## config.mk

```make
export PLATFORM = sky130hd
export DESIGN_NAME = multi_cycle_control
export DESIGN_NICKNAME = d
export VERILOG_FILES = /design/src/rtl/cpu_ctrl_pkg.sv /design/src/rtl/ctrl_output_decode.sv /design/src/rtl/multi_cycle_control.sv
export SDC_FILE = /design/constraint.sdc
export NUM_CORES = 1
export LEC_CHECK = 0
export BUFFER_PORTS_ARGS = -buffer_cell sky130_fd_sc_hd__buf_2
export CAP_MARGIN = 20
export CORE_MARGIN = 4
export CORE_UTILIZATION = 41
export DETAILED_ROUTE_END_ITERATION = 10
export GPL_ROUTABILITY_DRIVEN = 0
export HOLD_SLACK_MARGIN = 0.06
export PLACE_DENSITY_LB_ADDON = 0.3
export SYNTH_ARGS = -nofsm -noshare
export SYNTH_HDL_FRONTEND = slang
export SYNTH_HIERARCHICAL = 1
export SYNTH_SLANG_ARGS = --single-unit
```

## constraint.sdc

```tcl
create_clock -name clk -period 1.48 [get_ports clk]
set_clock_uncertainty 0.1 [all_clocks]
set_input_delay 0.074 -clock clk [delete_from_list [all_inputs] [get_ports clk]]
set_output_delay 0.074 -clock clk [all_outputs]
set_load 0.1 [all_outputs]
```

## src/rtl/cpu_ctrl_pkg.sv

```systemverilog
// Shared definitions for the multicycle MIPS control unit: opcodes, ALUOp codes, mux selects,
// state encodings and the control word. MULTI_CYCLE_CONTROL_BNE_EN adds the bne opcode.
package cpu_ctrl_pkg;

  localparam int CTRL_STATE_W = 4;

  localparam logic [5:0] OP_RTYPE = 6'b000000;
  localparam logic [5:0] OP_LW    = 6'b100011;
  localparam logic [5:0] OP_SW    = 6'b101011;
  localparam logic [5:0] OP_BEQ   = 6'b000100;
  localparam logic [5:0] OP_BNE   = 6'b000101;
  localparam logic [5:0] OP_J     = 6'b000010;
  localparam logic [5:0] OP_ADDI  = 6'b001000;
  localparam logic [5:0] OP_ANDI  = 6'b001100;
  localparam logic [5:0] OP_ORI   = 6'b001101;
  localparam logic [5:0] OP_XORI  = 6'b001110;
  localparam logic [5:0] OP_SLTI  = 6'b001010;

  localparam logic [1:0] ALUOP_ADD   = 2'b00;
  localparam logic [1:0] ALUOP_SUB   = 2'b01;
  localparam logic [1:0] ALUOP_FUNCT = 2'b10;
  localparam logic [1:0] ALUOP_IMM   = 2'b11;

  localparam logic [1:0] SRCB_B      = 2'b00;
  localparam logic [1:0] SRCB_FOUR   = 2'b01;
  localparam logic [1:0] SRCB_IMM    = 2'b10;
  localparam logic [1:0] SRCB_IMMSH2 = 2'b11;

  localparam logic [1:0] PCSRC_ALU    = 2'b00;
  localparam logic [1:0] PCSRC_ALUOUT = 2'b01;
  localparam logic [1:0] PCSRC_JUMP   = 2'b10;

  typedef enum logic [CTRL_STATE_W-1:0] {
    S_FETCH     = 4'd0,
    S_DECODE    = 4'd1,
    S_MEM_ADR   = 4'd2,
    S_MEM_RD    = 4'd3,
    S_MEM_WB    = 4'd4,
    S_MEM_WR    = 4'd5,
    S_R_EXE     = 4'd6,
    S_R_WB      = 4'd7,
    S_I_EXE     = 4'd8,
    S_I_WB      = 4'd9,
    S_BRANCH    = 4'd10,
    S_JUMP      = 4'd11,
    S_BRANCH_NE = 4'd12
  } state_t;

  typedef struct packed {
    logic       pc_write;
    logic       pc_write_cond;
    logic       pc_write_ne;
    logic       i_or_d;
    logic       mem_read;
    logic       mem_write;
    logic       ir_write;
    logic       mem_to_reg;
    logic       reg_dst;
    logic       reg_write;
    logic       alu_src_a;
    logic [1:0] alu_src_b;
    logic [1:0] alu_op;
    logic [1:0] pc_source;
    logic       illegal_op;
  } ctrl_word_t;

  // Successor of DECODE; S_FETCH doubles as the "unsupported opcode" answer.
  function automatic state_t decode_next(input logic [5:0] op);
    state_t nxt;
    case (op)
      OP_LW, OP_SW:                               nxt = S_MEM_ADR;
      OP_RTYPE:                                   nxt = S_R_EXE;
      OP_BEQ:                                     nxt = S_BRANCH;
      OP_J:                                       nxt = S_JUMP;
      OP_ADDI, OP_ANDI, OP_ORI, OP_XORI, OP_SLTI: nxt = S_I_EXE;
`ifdef MULTI_CYCLE_CONTROL_BNE_EN
      OP_BNE:                                     nxt = S_BRANCH_NE;
`else
      OP_BNE:                                     nxt = S_FETCH;
`endif
      default:                                    nxt = S_FETCH;
    endcase
    return nxt;
  endfunction

endpackage

```

## src/rtl/ctrl_output_decode.sv

```systemverilog
// Combinational state -> control word decode; FETCH side effects gated by mem_ready.
// The BRANCH_NE word exists only with MULTI_CYCLE_CONTROL_BNE_EN defined.
module ctrl_output_decode
  import cpu_ctrl_pkg::*;
(
  input  logic [CTRL_STATE_W-1:0] state,
  input  logic [5:0]              op,
  input  logic                    mem_ready,
  output ctrl_word_t              cw
);

  // Control word per state; anything not listed stays 0.
  always_comb begin
    cw = '0;
    case (state)
      S_FETCH: begin
        cw.mem_read  = 1'b1;
        cw.alu_src_b = SRCB_FOUR;
        cw.alu_op    = ALUOP_ADD;
        if (mem_ready) begin
          cw.ir_write = 1'b1;
          cw.pc_write = 1'b1;
        end else begin
          cw.ir_write = 1'b0;
          cw.pc_write = 1'b0;
        end
      end
      S_DECODE: begin
        cw.alu_src_b = SRCB_IMMSH2;
        cw.alu_op    = ALUOP_ADD;
        if (decode_next(op) == S_FETCH) begin
          cw.illegal_op = 1'b1;
        end else begin
          cw.illegal_op = 1'b0;
        end
      end
      S_MEM_ADR: begin
        cw.alu_src_a = 1'b1;
        cw.alu_src_b = SRCB_IMM;
        cw.alu_op    = ALUOP_ADD;
      end
      S_MEM_RD: begin
        cw.mem_read = 1'b1;
        cw.i_or_d   = 1'b1;
      end
      S_MEM_WB: begin
        cw.reg_write  = 1'b1;
        cw.mem_to_reg = 1'b1;
      end
      S_MEM_WR: begin
        cw.mem_write = 1'b1;
        cw.i_or_d    = 1'b1;
      end
      S_R_EXE: begin
        cw.alu_src_a = 1'b1;
        cw.alu_src_b = SRCB_B;
        cw.alu_op    = ALUOP_FUNCT;
      end
      S_R_WB: begin
        cw.reg_write = 1'b1;
        cw.reg_dst   = 1'b1;
      end
      S_I_EXE: begin
        cw.alu_src_a = 1'b1;
        cw.alu_src_b = SRCB_IMM;
        cw.alu_op    = ALUOP_IMM;
      end
      S_I_WB: begin
        cw.reg_write = 1'b1;
        cw.reg_dst   = 1'b0;
      end
      S_BRANCH: begin
        cw.alu_src_a     = 1'b1;
        cw.alu_op        = ALUOP_SUB;
        cw.pc_write_cond = 1'b1;
        cw.pc_source     = PCSRC_ALUOUT;
      end
`ifdef MULTI_CYCLE_CONTROL_BNE_EN
      S_BRANCH_NE: begin
        cw.alu_src_a   = 1'b1;
        cw.alu_op      = ALUOP_SUB;
        cw.pc_write_ne = 1'b1;
        cw.pc_source   = PCSRC_ALUOUT;
      end
`endif
      S_JUMP: begin
        cw.pc_write  = 1'b1;
        cw.pc_source = PCSRC_JUMP;
      end
      default: cw = '0;
    endcase
  end

endmodule

```

## src/rtl/multi_cycle_control.sv

```systemverilog
// Main control FSM of the multicycle MIPS datapath: state register, next-state logic, output decode.
// Optional bne support via MULTI_CYCLE_CONTROL_BNE_EN; pc_write_ne stays 0 without it.
module multi_cycle_control
  import cpu_ctrl_pkg::*;
#(
  parameter int STATE_W = 4
) (
  input  logic       clk,
  input  logic       rst_n,
  input  logic [5:0] op,
  input  logic       mem_ready,
  output logic       pc_write,
  output logic       pc_write_cond,
  output logic       pc_write_ne,
  output logic       i_or_d,
  output logic       mem_read,
  output logic       mem_write,
  output logic       ir_write,
  output logic       mem_to_reg,
  output logic       reg_dst,
  output logic       reg_write,
  output logic       alu_src_a,
  output logic [1:0] alu_src_b,
  output logic [1:0] alu_op,
  output logic [1:0] pc_source,
  output logic       illegal_op
);

  logic [STATE_W-1:0] state_r;
  logic [STATE_W-1:0] state_next_s;
  ctrl_word_t         cw_s;

  // State register; reset discards any partially executed instruction.
  always_ff @(posedge clk or negedge rst_n) begin
    if (!rst_n) begin
      state_r <= S_FETCH;
    end else begin
      state_r <= state_next_s;
    end
  end

  // Next-state logic; memory states hold until mem_ready.
  always_comb begin
    state_next_s = S_FETCH;
    case (state_r)
      S_FETCH: begin
        if (mem_ready) state_next_s = S_DECODE;
        else           state_next_s = S_FETCH;
      end
      S_DECODE:  state_next_s = decode_next(op);
      S_MEM_ADR: begin
        if (op == OP_LW) state_next_s = S_MEM_RD;
        else             state_next_s = S_MEM_WR;
      end
      S_MEM_RD: begin
        if (mem_ready) state_next_s = S_MEM_WB;
        else           state_next_s = S_MEM_RD;
      end
      S_MEM_WR: begin
        if (mem_ready) state_next_s = S_FETCH;
        else           state_next_s = S_MEM_WR;
      end
      S_R_EXE: state_next_s = S_R_WB;
      S_I_EXE: state_next_s = S_I_WB;
      default: state_next_s = S_FETCH;
    endcase
  end

  ctrl_output_decode u_decode (
    .state     (state_r),
    .op        (op),
    .mem_ready (mem_ready),
    .cw        (cw_s)
  );

  assign pc_write      = cw_s.pc_write;
  assign pc_write_cond = cw_s.pc_write_cond;
  assign pc_write_ne   = cw_s.pc_write_ne;
  assign i_or_d        = cw_s.i_or_d;
  assign mem_read      = cw_s.mem_read;
  assign mem_write     = cw_s.mem_write;
  assign ir_write      = cw_s.ir_write;
  assign mem_to_reg    = cw_s.mem_to_reg;
  assign reg_dst       = cw_s.reg_dst;
  assign reg_write     = cw_s.reg_write;
  assign alu_src_a     = cw_s.alu_src_a;
  assign alu_src_b     = cw_s.alu_src_b;
  assign alu_op        = cw_s.alu_op;
  assign pc_source     = cw_s.pc_source;
  assign illegal_op    = cw_s.illegal_op;

endmodule
```

==> results of run 1 <==
[synth_stat cells (3+ instances only)]
cell type	count	area share
buf_4	3	0.037
nor3_1	4	0.033
inv_1	4	0.025
o21ai_0	8	0.066
nand2_1	4	0.025
dfrtp_1	4	0.16
nor2_1	11	0.068
nand2b_1	3	0.031
buf_6	3	0.056
nand3_1	3	0.025
[per-stage QoR]
step / area (um2) / hold slack [ns] / instances
3_3_place_gp: 1260 / -0.223 / 139
3_5_place_dp: 1260 / -0.217 / 139
2_1_floorplan: 717 / -0.322 / 81
[kinds of logic after synthesis]
family / count (synthesis) / share of synthesized area
buffers and inverters: 10 / 0.117
AOI/OAI and AO/OA: 21 / 0.247
DFF: 4 / 0.165
xor gates and xnor gates: 3 / 0.0432
and+or+nand+nor: 40 / 0.379
other: 1 / 0.00617
muxes: 2 / 0.0432
==> flow_metrics.py, run 1 <==
metrics = {
    "synth": {
        "avgSynthCellArea_um2": 7.51,
        "yosysWarnings": 6,
        "synth_cell_types": 37,
        "async_flop_share": 1.00,
        "synth_seq_cells": 4,
        "synth_area_um2": 608,
        "syn_inst": 81,
        "ys_seq_area_frac": 0.165,
        "synth_ff_type": "dfrtp_1",
        "syn-num-nets": 90,
        "synth-edff-count": 0,
    },
    "floorplanning": {
        "die_w_um": 46.5,
        "die_h_um": 46.5,
        "num_io_pins": 27,
        "row_count": 13,
        "initial_utilization": 0.450,
    },
    "clock_network": {
        "cts-root-buf": "clkbuf_4",
        "cts_buffer_depth": 2,
        "clock-sinks": 4,
        "htree_num_levels": 1,
        "cts_hold_buffers": 1,
        "cts_buffers": 3,
        "post_cts_buffers": 6,
        "post_cts_resized": 19,
    },
    "placed_design": {
        "port_buffers": 25,
        "dpl_worst_slack_ns": -0.105,
        "dpl.hpwl_mm": 2.06,
    },
    "status": {
        "stop_stage": "4_1_cts",
        "outcome": "did not finish",
        "first-error": "[ERROR DPL-0038] Utilization greater than 100%, impossible to legalize",
    },
}
==> run 2: changes to the inputs <==
Settings changed: CORE_AREA from default to 4 4 65 67, CORE_MARGIN 4 to default, CORE_UTILIZATION 41 to default, DIE_AREA from default to 0 0 69 71, HOLD_SLACK_MARGIN 0.06 to default, PLACE_DENSITY_LB_ADDON 0.3 to 0.15.
Clock period 1.48 ns to 1.9 ns, I/O delays scaled along.
==> run 2 against run 1 <==
Effect of this change:
- the run now ends clean
- synthesized cell count did not move
- area after synthesis did not move
==> flow_metrics.py, run 2 <==
metrics = {
    "synth": {
        "synthAdderAreaFrac": 0,
        "synth_top_area_frac": 0.165,
        "synth_xor_area_frac": 0.0432,
        "synth_ff_type": "dfrtp_1",
        "yosys.area_share.simple": 0.379,
        "synth_top_family_by_area": "simple AND/OR/NAND/NOR gates",
        "synth_area_um2": 608,
        "synth.area.top_cells": "dfrtp_1 16%, nor2_1 6.8%, o21ai_0 6.6%",
        "synth_mux_area_frac": 0.0432,
        "ys_seq_area_frac": 0.165,
        "synth_seq_cells": 4,
        "syn_inst": 81,
        "synth_cell_types": 37,
        "synthTopCellsByCount": "11 x nor2_1, 8 x o21ai_0",
        "yosysWarnings": 6,
        "synth.most_common_cell": "nor2_1",
        "syn-num-nets": 90,
        "synth-edff-count": 0,
        "synth_compound_area_frac": 0.247,
        "avgSynthCellArea_um2": 7.51,
        "synth_top_area_cell": "dfrtp_1",
        "async_flop_share": 1.00,
    },
    "cells_and_area": {
        "fillerInstances": 395,
        "stdcell_count": 159,
        "fin_area_um2": 1150,
        "largest_reg_flops": 4,
        "max_flop_register": "state_r",
        "top_regs": "state_r: 4 flops",
        "postLayoutCoreUtil": 0.315,
        "area_growth_pct": 88.5,
        "diodes": 0,
        "layout_commonest_cell": "buf_12",
        "mostFrequentLayoutCells": "16 x buf_12, 9 x buf_2, 8 x o21ai_0, 8 x nor2_1, 7 x buf_4",
        "nNetsFinal": 122,
        "drive_gt1_frac": 0.486,
    },
    "sta": {
        "rsz0062_at_grt": "true",
        "drv_slew": 0,
        "hold_ws_ns": 0.114,
        "setup_viol": 0,
        "max_freq_ghz": 0.550,
        "finalCritPeriodShare": 0.958,
        "hold_viol": 0,
        "fin_crit_ns": 1.82,
    },
    "clock_network": {
        "clkLatencyLatePin_ns": 0.22,
        "cts_buffer_depth": 2,
        "htree_num_levels": 1,
        "clock-sinks": 4,
        "cts_buffers": 3,
        "cts-root-buf": "clkbuf_8",
        "clkTransAtPathRegs_ns": 0.03,
        "cts_tree": "done",
    },
    "drt": {
        "dr.pass1.iters": 4,
        "wirelength_mm": 1.97,
        "route.detailed.drc": 0,
        "wl_per_cell_um": 12.4,
        "vias_per_cell": 4.65,
        "vias": 739,
        "first_iter_violations": 21,
        "antenna_left": 0,
    },
    "global_routing": {
        "antenna_found_initial": 0,
        "grt_overflow": 0,
        "grt_max_degree": 13,
        "grt_first_pass_wirelength_mm": 3.33,
        "grt_pass1_vias": 693,
        "track_usage": 0.0821,
    },
    "floorplanning": {
        "initial_utilization": 0.167,
        "die_h_um": 71,
        "fp.dieArea_um2": 4900,
        "num_io_pins": 27,
        "core_um2": 3630,
        "die_w_um": 69,
        "row_count": 22,
    },
    "critical_path": {
        "crit_type": "reg -> out",
        "arrival_ns": 1.62,
        "path_max_fanout": 12,
        "cp-end-kind": "output port",
        "worstSetupStartpointType": "register",
        "required_ns": 1.70,
    },
    "placed_design": {
        "placed_cells_incl_taps": 155,
        "place_area_um2": 1090,
        "port_buffers": 25,
        "dpl.hpwl_mm": 1.60,
    },
    "status": {
        "outcome": "finished clean",
    },
    "worst_hold_path": {
        "hold_path.class": "in -> async",
    },
    "power_and_ir_drop": {
        "p_per_area_nw_per_um2": 1570,
        "p_leak_nw": 0.448,
        "ir_drop_mv": 0.479,
    },
    "flow_run": {
        "maxCapViolations": 0,
    },
}
-- run 2: cell counts after synthesis --
Identical to the previous run, type by type.
-- run 2: logic make-up (layout without fill, tap and decap cells) --
logic type	Yosys count	count (layout)
other	1	1
muxes	2	2
DFF	4	4
and+or+nand+nor	40	40
AOI/OAI and AO/OA	21	21
buffers and inverters	10	40
xor gates and xnor gates	3	3
-- run 2: critical path, cell delays in order, from the launching register on --
cell     delay, ns
dfrtp_1       0.41
buf_4         0.21
nor2_1        0.11
nand2_1       0.08
mux2_2        0.27
nor2_2        0.13
buf_12        0.19
-- run 2: final timing paths --
path | slack (ns) | endpoint | depth (start not counted) | from
setup / recovery | 0.08 | pc_write | 6 | state_r[0]
hold / removal | 0.11 | state_r[2] | 2 | rst_n
setup reg to reg | 0.20 | state_r[3] | 4 | state_r[1]
hold reg to reg | 0.48 | state_r[3] | 1 | state_r[1]
max in group asynchronous | 1.46 | state_r[1] | 2 | rst_n
min in group clk | 0.13 | state_r[2] | 3 | op[4]
-- run 2: report_power, final --
part / leakage (nW) / switching (mW) / internal, mW / total, mW
registers: 0.0522 / 0.0291 / 0.106 / 0.135
clock network: 0.0216 / 0.0429 / 0.135 / 0.178
logic: 0.374 / 0.990 / 0.496 / 1.49
-- run 2: routing by layer --
| metal | wire, um | GRT usage | vias to the layer above | part of all wire |
|---|---|---|---|---|
| li1 | - | - | 357 | - |
| met1 | 836 | 0.103 | 344 | 0.42 |
| met2 | 978 | 0.125 | 36 | 0.50 |
| met3 | 128 | 0.0199 | 2 | 0.065 |
| met4 | 27 | 0.0521 | 0 | 0.014 |
| met5 | 0 | 0 | - | 0 |
-- run 2: stage by stage --
step	setup TNS (ns)	worst slack (ns)	power, mW
final	0	0.0806	1.80
after global routing	-0.0131	-0.00967	1.88
after CTS	0	0.0404	1.82
after detailed placement	0	0.206	1.63
after global placement	0	0.238	1.63
after floorplan	-3.66	-0.557	1.16
-- run 2: final cells by class --
class                      instances  area, um2  area share
inverter                           4       15.0      0.0131
sequential                         4        101      0.0884
clock buffer                       3       41.3      0.0360
timing repair buffer              33        428       0.373
tap                               48       60.1      0.0524
multi-input combinational         67        500       0.437
-- run 2: repair_timing --
| item | 4_1_cts | 5_1_grt |
|---|---|---|
| buffers inserted | 0 | 0 |
| gates resized for setup | 0 | 1 |
| endpoints found under the setup margin | 0 | 3 |
| hold buffers | 1 | 0 |
| hold endpoints to repair | 4 | 0 |
(Power assumes the default switching activity.)
